### src/rtl/prog_loader_pkg.sv
// Shared types and default sizing for the serial program loader.
package prog_loader_pkg;

  localparam int DEF_DEPTH  = 16;
  localparam int DEF_WIDTH  = 8;
  localparam int DEF_ADDR_W = 4;

  typedef enum logic [1:0] {
    ST_IDLE = 2'd0,
    ST_LOAD = 2'd1,
    ST_DONE = 2'd2
  } state_e;

endpackage

### src/rtl/prog_loader_mem.sv
// Program storage: one write port from the loader, one registered read port for fetch.
// Contents are deliberately not reset; only the read register is.
module prog_loader_mem #(
  parameter int DEPTH  = 16,
  parameter int WIDTH  = 8,
  parameter int ADDR_W = 4
) (
  input  logic              clk,
  input  logic              reset,
  input  logic              we,
  input  logic [ADDR_W-1:0] wr_addr,
  input  logic [WIDTH-1:0]  wr_data,
  input  logic [ADDR_W-1:0] rd_addr,
  output logic [WIDTH-1:0]  rd_data
);

  logic [WIDTH-1:0] mem_q [DEPTH];
  logic [WIDTH-1:0] rd_data_q, rd_data_d;

  always_ff @(posedge clk) begin
    if (we) mem_q[wr_addr] <= wr_data;
  end

  // Sampled before the same-edge write lands, so a colliding read returns old data.
  always_comb rd_data_d = mem_q[rd_addr];

  always_ff @(posedge clk) begin
    if (reset) rd_data_q <= '0;
    else       rd_data_q <= rd_data_d;
  end

  assign rd_data = rd_data_q;

endmodule

### src/rtl/prog_loader.sv
// Serial program loader: deserialises MSB-first words into program memory, then raises run.
// Optional PROG_LOADER_PARITY_EN appends an even-parity bit to every word.
module prog_loader
  import prog_loader_pkg::*;
#(
  parameter int DEPTH  = DEF_DEPTH,
  parameter int WIDTH  = DEF_WIDTH,
  parameter int ADDR_W = DEF_ADDR_W
) (
  input  logic              clk,
  input  logic              reset,
  input  logic              load_start,
  input  logic              load_end,
  input  logic              din,
  input  logic              din_valid,
  output logic              din_ready,
  input  logic [ADDR_W-1:0] rd_addr,
  output logic [WIDTH-1:0]  rd_data,
  output logic              run,
  output logic [ADDR_W:0]   word_count,
  output logic              parity_err
);

`ifdef PROG_LOADER_PARITY_EN
  localparam int WORD_BITS = WIDTH + 1;
`else
  localparam int WORD_BITS = WIDTH;
`endif
  localparam int CNT_W = $clog2(WORD_BITS + 1);
  localparam int WC_W  = ADDR_W + 1;
  localparam logic [CNT_W-1:0] LAST_BIT = CNT_W'(WORD_BITS - 1);
  localparam logic [WC_W-1:0]  LAST_WC  = WC_W'(DEPTH - 1);

  state_e                 state_q, state_d;
  logic [CNT_W-1:0]       bit_cnt_q, bit_cnt_d;
  logic [WORD_BITS-2:0]   shift_q, shift_d;
  logic [ADDR_W-1:0]      wr_addr_q, wr_addr_d;
  logic [WC_W-1:0]        word_count_q, word_count_d;

  logic                   accept, word_last, word_ok, mem_we;
  logic [WORD_BITS-1:0]   shift_nxt;
  logic [WIDTH-1:0]       word_data;

  assign din_ready = (state_q == ST_LOAD);
  assign run       = (state_q == ST_DONE);

  // load_start outranks any bit presented in the same cycle.
  assign accept    = din_valid && din_ready && !load_start;
  assign word_last = accept && (bit_cnt_q == LAST_BIT);
  assign shift_nxt = {shift_q, din};
  assign word_data = shift_nxt[WORD_BITS-1 -: WIDTH];
`ifdef PROG_LOADER_PARITY_EN
  assign word_ok   = ~^shift_nxt;
`else
  assign word_ok   = 1'b1;
`endif
  assign mem_we    = word_last && word_ok;

  always_comb begin
    state_d      = state_q;
    bit_cnt_d    = bit_cnt_q;
    shift_d      = shift_q;
    wr_addr_d    = wr_addr_q;
    word_count_d = word_count_q;
    case (state_q)
      ST_IDLE, ST_DONE, ST_LOAD: begin
        if (load_start) begin
          // Restart keeps memory; only the load bookkeeping is cleared.
          state_d      = ST_LOAD;
          bit_cnt_d    = '0;
          wr_addr_d    = '0;
          word_count_d = '0;
        end else if (state_q == ST_LOAD) begin
          if (accept) begin
            shift_d   = shift_nxt[WORD_BITS-2:0];
            bit_cnt_d = bit_cnt_q + 1'b1;
          end
          if (word_last) bit_cnt_d = '0;
          if (mem_we) begin
            wr_addr_d    = wr_addr_q + 1'b1;
            word_count_d = word_count_q + 1'b1;
            if (word_count_q == LAST_WC) state_d = ST_DONE;
          end
          if (load_end) begin
            state_d   = ST_DONE;
            bit_cnt_d = '0;
          end
        end
      end
      default: state_d = ST_IDLE;
    endcase
  end

  always_ff @(posedge clk) begin
    if (reset) begin
      state_q      <= ST_IDLE;
      bit_cnt_q    <= '0;
      shift_q      <= '0;
      wr_addr_q    <= '0;
      word_count_q <= '0;
    end else begin
      state_q      <= state_d;
      bit_cnt_q    <= bit_cnt_d;
      shift_q      <= shift_d;
      wr_addr_q    <= wr_addr_d;
      word_count_q <= word_count_d;
    end
  end

  assign word_count = word_count_q;

`ifdef PROG_LOADER_PARITY_EN
  logic parity_err_q, parity_err_d;

  always_comb begin
    parity_err_d = parity_err_q;
    if (load_start)                 parity_err_d = 1'b0;
    else if (word_last && !word_ok) parity_err_d = 1'b1;
  end

  always_ff @(posedge clk) begin
    if (reset) parity_err_q <= 1'b0;
    else       parity_err_q <= parity_err_d;
  end

  assign parity_err = parity_err_q;
`else
  assign parity_err = 1'b0;
`endif

  prog_loader_mem #(
    .DEPTH  (DEPTH),
    .WIDTH  (WIDTH),
    .ADDR_W (ADDR_W)
  ) u_mem (
    .clk     (clk),
    .reset   (reset),
    .we      (mem_we),
    .wr_addr (wr_addr_q),
    .wr_data (word_data),
    .rd_addr (rd_addr),
    .rd_data (rd_data)
  );

endmodule

### config.mk
export PLATFORM = sky130hd
export DESIGN_NAME = prog_loader
export DESIGN_NICKNAME = d
export VERILOG_FILES = /design/src/rtl/prog_loader_pkg.sv /design/src/rtl/prog_loader_mem.sv /design/src/rtl/prog_loader.sv
export SDC_FILE = /design/constraint.sdc
export NUM_CORES = 1
export LEC_CHECK = 0
export ABC_AREA = 1
export BUFFER_PORTS_ARGS = -buffer_cell sky130_fd_sc_hd__buf_2
export CAP_MARGIN = 30
export CORE_MARGIN = 3
export CORE_UTILIZATION = 29
export CTS_BUF_LIST = sky130_fd_sc_hd__clkbuf_8
export CTS_CLUSTER_SIZE = 25
export DETAILED_ROUTE_END_ITERATION = 6
export PLACE_DENSITY_LB_ADDON = 0.25
export SLEW_MARGIN = 40
export SYNTH_ARGS = -nofsm -noshare
export SYNTH_HDL_FRONTEND = slang
export SYNTH_SLANG_ARGS = --single-unit
export TNS_END_PERCENT = 5
### constraint.sdc
create_clock -name clk -period 2.44 [get_ports clk]
set_input_delay 0.488 -clock clk [delete_from_list [all_inputs] [get_ports clk]]
set_output_delay 0.488 -clock clk [all_outputs]
set_load 0.1 [all_outputs]
---- Yosys cells after proc, flatten, opt, wreduce, memory -nomap -nowiden ----
Memories as Yosys holds them, arrays and structs flattened. A register that Yosys moved wholly into a read port is not among the register bits.
Cells that the tools add are included.
storage, ports and cells
  bits in registers ....................... 22
  memory bits (writable) .................. 128
  bits of input ports ..................... 10
  output and inout bits ................... 16
  logic and storage cells ................. 54
  memories kept ........................... 1
memory list
  name         words  bits a word  rd ports  clocked after Yosys merged registers in  wr ports  RTL line               RTL
  u_mem.mem_q  16     8            1         1                                        1         prog_loader_mem.sv:17  logic [WIDTH-1:0] mem_q [DEPTH];
cells by class
  add/sub/neg operators ................... 3
  equality and inequality tests ........... 4
  mux-type cells .......................... 18
  bitwise gates (word level) .............. 2
  reductions and logical operators ........ 20
operators by type and width
  cell                 count
  $mux 4               8
  $mux 5               3
  $reduce_and 3->1     4
  $add 4x1->4 const B  2
  $reduce_bool 2->1    4
  $mux 2               3
  $reduce_bool 3->1    2
  $reduce_or 3->1      2
  $add 5x1->5 const B  1
  $eq 5x4->1 const B   1
  $eq 4x3->1 const B   1
  $mux 1               4
  $reduce_and 4->1     1
  $reduce_bool 4->1    1
  $logic_and 1x1->1    3
  $eq 2x1->1 const B   1
  $eq 2x2->1 const B   1
  $logic_not 2->1      1
  $not 1->1            2
  $reduce_or 2->1      1
  $logic_not 1->1      1

---- Depth between registers and ports, before layout ----
  depth after elaboration ................. 8
  mapped depth ............................ 8
  mapped depth without buffers ............ 8

---- By module ----
A second synthesis with hierarchy kept.
unflattened totals
  cell total of the unflattened synthesis .. 695
  area, all modules ....................... 6,819.0 sq um
by module, submodules not included
  module           instances  cells each  area an instance (sq um)  seq. area each (sq um)
  prog_loader_mem  1          536         5,688.0                   4,003.8
  prog_loader      1          159         1,131.1                   440.4

---- Worst setup path before layout ----
No wires, ideal clock.
  kind .................................... reg2reg
  start ................................... register state_q[0]
  end ..................................... memory u_mem.mem_q[10][0], enable pin
  library setup time ...................... 370 ps
  arrival time ............................ 1,844 ps
  required time ........................... 2,070 ps
  setup slack ............................. 225 ps
  stages on the path, launching flop included .. 7
  buffers on the path ..................... 0
  clock period less this slack ............ 2,215 ps
  cells stage by stage .................... dfxtp_1 > inv_2 > nor2_4 > nand4_1 > inv_1 > nand2_1 > nor2_1
between the ends
  word-level cells in the longest chain between the ends .. 6
ends and longest elaborated chain
  what                            RTL line               RTL
  start, declared                 prog_loader.sv:34      state_e state_q, state_d;
  start signal, assigned          prog_loader.sv:102     state_q <= state_d;
  $eq 2x1->1                      prog_loader.sv:44      assign din_ready = (state_q == ST_LOAD);
  net din_ready                   prog_loader.sv:16      output logic din_ready,
  $logic_and 1x1->1 (2 in a row)  prog_loader.sv:48      assign accept = din_valid && din_ready && !load_start;
  $logic_and 1x1->1               prog_loader.sv:49      assign word_last = accept && (bit_cnt_q == LAST_BIT);
  $mux 1                          prog_loader_mem.sv:21  if (we) mem_q[wr_addr] <= wr_data;
  $mux 1 (implied by the code)    prog_loader_mem.sv:21
  end, declared                   prog_loader_mem.sv:17
The timed path passes the listed nets, and every way through them passes these cells.

---- Final worst setup path ----
  start ................................... register state_q[0]
  end ..................................... output din_ready
between the ends
  word-level cells in the longest chain between the ends .. 1
ends and longest elaborated chain
  what           RTL line
  $eq 2x1->1     prog_loader.sv:44
  end, declared  prog_loader.sv:16
No other way between the ends.

==> impl_metrics.tcl <==
set metrics [dict create \
    netlist_instances 702 \
    grt_max_degree 65 \
    route.detailed.drc 0 \
    cp.arrival_ns 1.55 \
    die_h_um 159 \
    synth_area_leaders "edfxtp_1 (57%), nand2_1 (13%), dfxtp_1 (8.8%)" \
    areaGrowthSynthToFinish_pct 14.9 \
    hold_buffers 0 \
    rows 55 \
    final_common_cell "nand2_1" \
    vias_per_cell 4.33 \
    min_path_type "in2reg" \
    wl_per_cell_um 15.3 \
    fill_cells 2380 \
    startpoint_type "register" \
    vdd_drop_max_mv 0.297 \
    htree_levels 4 \
    antenna_cells 0 \
    power.total_w 0.00529 \
    cp_max_fo 7 \
    ys_seq_area_share_pct 65.4 \
    grt_first_pass_wirelength_um 25200 \
    clk-insertion-delay-late_ns 0.45 \
    cts_root_buffer "clkbuf_8" \
    dp_hpwl_um 10500 \
    outcome "finished clean" \
    ant_nets 0 \
    cts_buffer_depth 2 \
    tightest_slew_ns 0.805 \
    via_count 4637 \
    fmax_mhz 490 \
    maxSlewHeadroom_pct 46.3 \
    synthesis.nets 719 \
    fin_crit_sh_pct 83.6 \
    core_um2 22800 \
    setup-tns-final_ns 0 \
    setup_viol 0 \
    portBuffers 24 \
    layout_common_cells "nand2_1 (231), edfxtp_1 (128), nand3_1 (99), inv_1 (87), nor2_1 (44)" \
    power_density_nw_per_um2 677 \
    die_area_um2 25300 \
    clock_skew_ns 0.0119 \
    grt_pass1_vias 4418 \
    grt-ovfl-total 0 \
    critPathKind "reg2out" \
    finalCriticalPeriod_ns 2.04 \
    ys_warn_count 0 \
    clock-sinks 158 \
    initial_core_util_pct 29.7 \
    finalHoldViolations 0 \
    grt_util_all_layers_pct 13.2 \
    cts_resized 0 \
    drt_pass1_iterations 5 \
    cts_inserted_buffers 17 \
    cp.required_ns 1.95 \
    cts_setup_buffers 0 \
    drive_gt1_share_pct 12.0 \
    netlist.area_leader.share_pct 56.6 \
    path_clk_slew_ns 0.08 \
    ys_types 27 \
    finalNetCount 761 \
    final_area_um2 7810 \
    finalWirelength_um 16400 \
    drv_slew 0 \
    placed_cell_area_um2 7420 \
    cellLeakagePower_nw 3.25 \
    synth_area_leader_cell "edfxtp_1" \
    synth_area_um2 6790 \
    ios 26 \
    drt_iter0_drc 363 \
    antenna_found_initial 0 \
    routabilityCongestion 0.771 \
    ff2ff_setup_slack_ns 0.43 \
    die-width_um 159 \
    rsz0062_at_grt "no" \
    endpoint_kind "primary output" \
    cts_tree "built" \
    yosys_register_bits 158 \
    dp_slack_ns 0.352 \
    drv_cap 0 \
    holdWs_ns 0.405 \
    syn_avg_cell_area_um2 9.68 \
    setup_ws_ns 0.400 \
]
[through the flow]
step | std cells | utilization (%)
after CTS | 1070 | 34.2
final | 1070 | 34.2
after floorplan | 702 | -
after global routing | 1070 | 34.2
after detailed placement | 1038 | 32.5
after global placement | 1038 | 32.5
[state kept, by name, summed over array words and instances (netlist names)]
| register | flops |
|---|---|
| bit_cnt_q | 4 |
| shift_q | 7 |
| state_q | 2 |
| u_mem.mem_q | 128 |
| u_mem.rd_data | 8 |
| word_count | 5 |
| wr_addr_q | 4 |
[logic make-up (layout without fill, tap and decap cells)]
family | Yosys count | in the layout | synth area share, %
adder cells (fa/ha/maj) | 7 | 7 | 1.29
flip-flops | 158 | 158 | 65.4
AO/OA/AOI/OAI | 32 | 32 | 2.58
buffers and inverters | 117 | 172 | 6.72
AND/OR/NAND/NOR | 387 | 387 | 23.9
other | 1 | 1 | 0.0552
[final cells by class]
| type | instances | area [µm²] | area share (%) |
|---|---|---|---|
| Sequential cell | 158 | 4440 | 56.9 |
| Multi-Input combinational cell | 427 | 1890 | 24.2 |
| Tap cell | 313 | 392 | 5.02 |
| Timing Repair Buffer | 53 | 363 | 4.65 |
| Inverter | 87 | 327 | 4.18 |
| Clock buffer | 17 | 234 | 3.00 |
| Clock inverter | 15 | 156 | 2.00 |
[cell usage after synthesis (all sizes together)]
| library cell | number |
|---|---|
| dfxtp | 30 |
| edfxtp | 128 |
| nand4 | 4 |
| or2 | 1 |
| ha | 7 |
| conb | 1 |
| a21oi | 22 |
| nor3b | 1 |
| nor3 | 1 |
| o21ai | 10 |
| nand2 | 233 |
| nor2 | 45 |
| clkbuf | 19 |
| nand3 | 100 |
| buf | 11 |
| nand3b | 2 |
| inv | 87 |
[path summary, 6_finish.rpt]
check,from,to,cells after the start
worst max-delay path,state_q[0],din_ready,3
worst min-delay path,load_end,state_q[0],4
worst max register to register,bit_cnt_q[0],u_mem.mem_q[1][3],8
worst min register to register,word_count[4],word_count[4],2
[layer usage]
metal	part of all wire [%]	routed length (µm)	vias to the layer above	GRT usage (%)
met1	47	7670	2142	17.7
met3	4.7	777	23	3.62
met5	0	0	-	0
li1	-	-	2372	-
met4	1.9	310	0	4.50
met2	46	7600	100	20.7
[critical path: stages (launching register included)]
cell     delay [ns]
dfxtp_1        0.45
inv_2          0.07
nor2_4         0.13
buf_2          0.45
[report_power, final]
group / switching, W / internal, W
combinational: 0.000335 / 0.0000995
clock: 0.000928 / 0.000991
sequential: 0.0000189 / 0.00292
total: 0.00128 / 0.00401
Power figures use the tool's default switching activity.
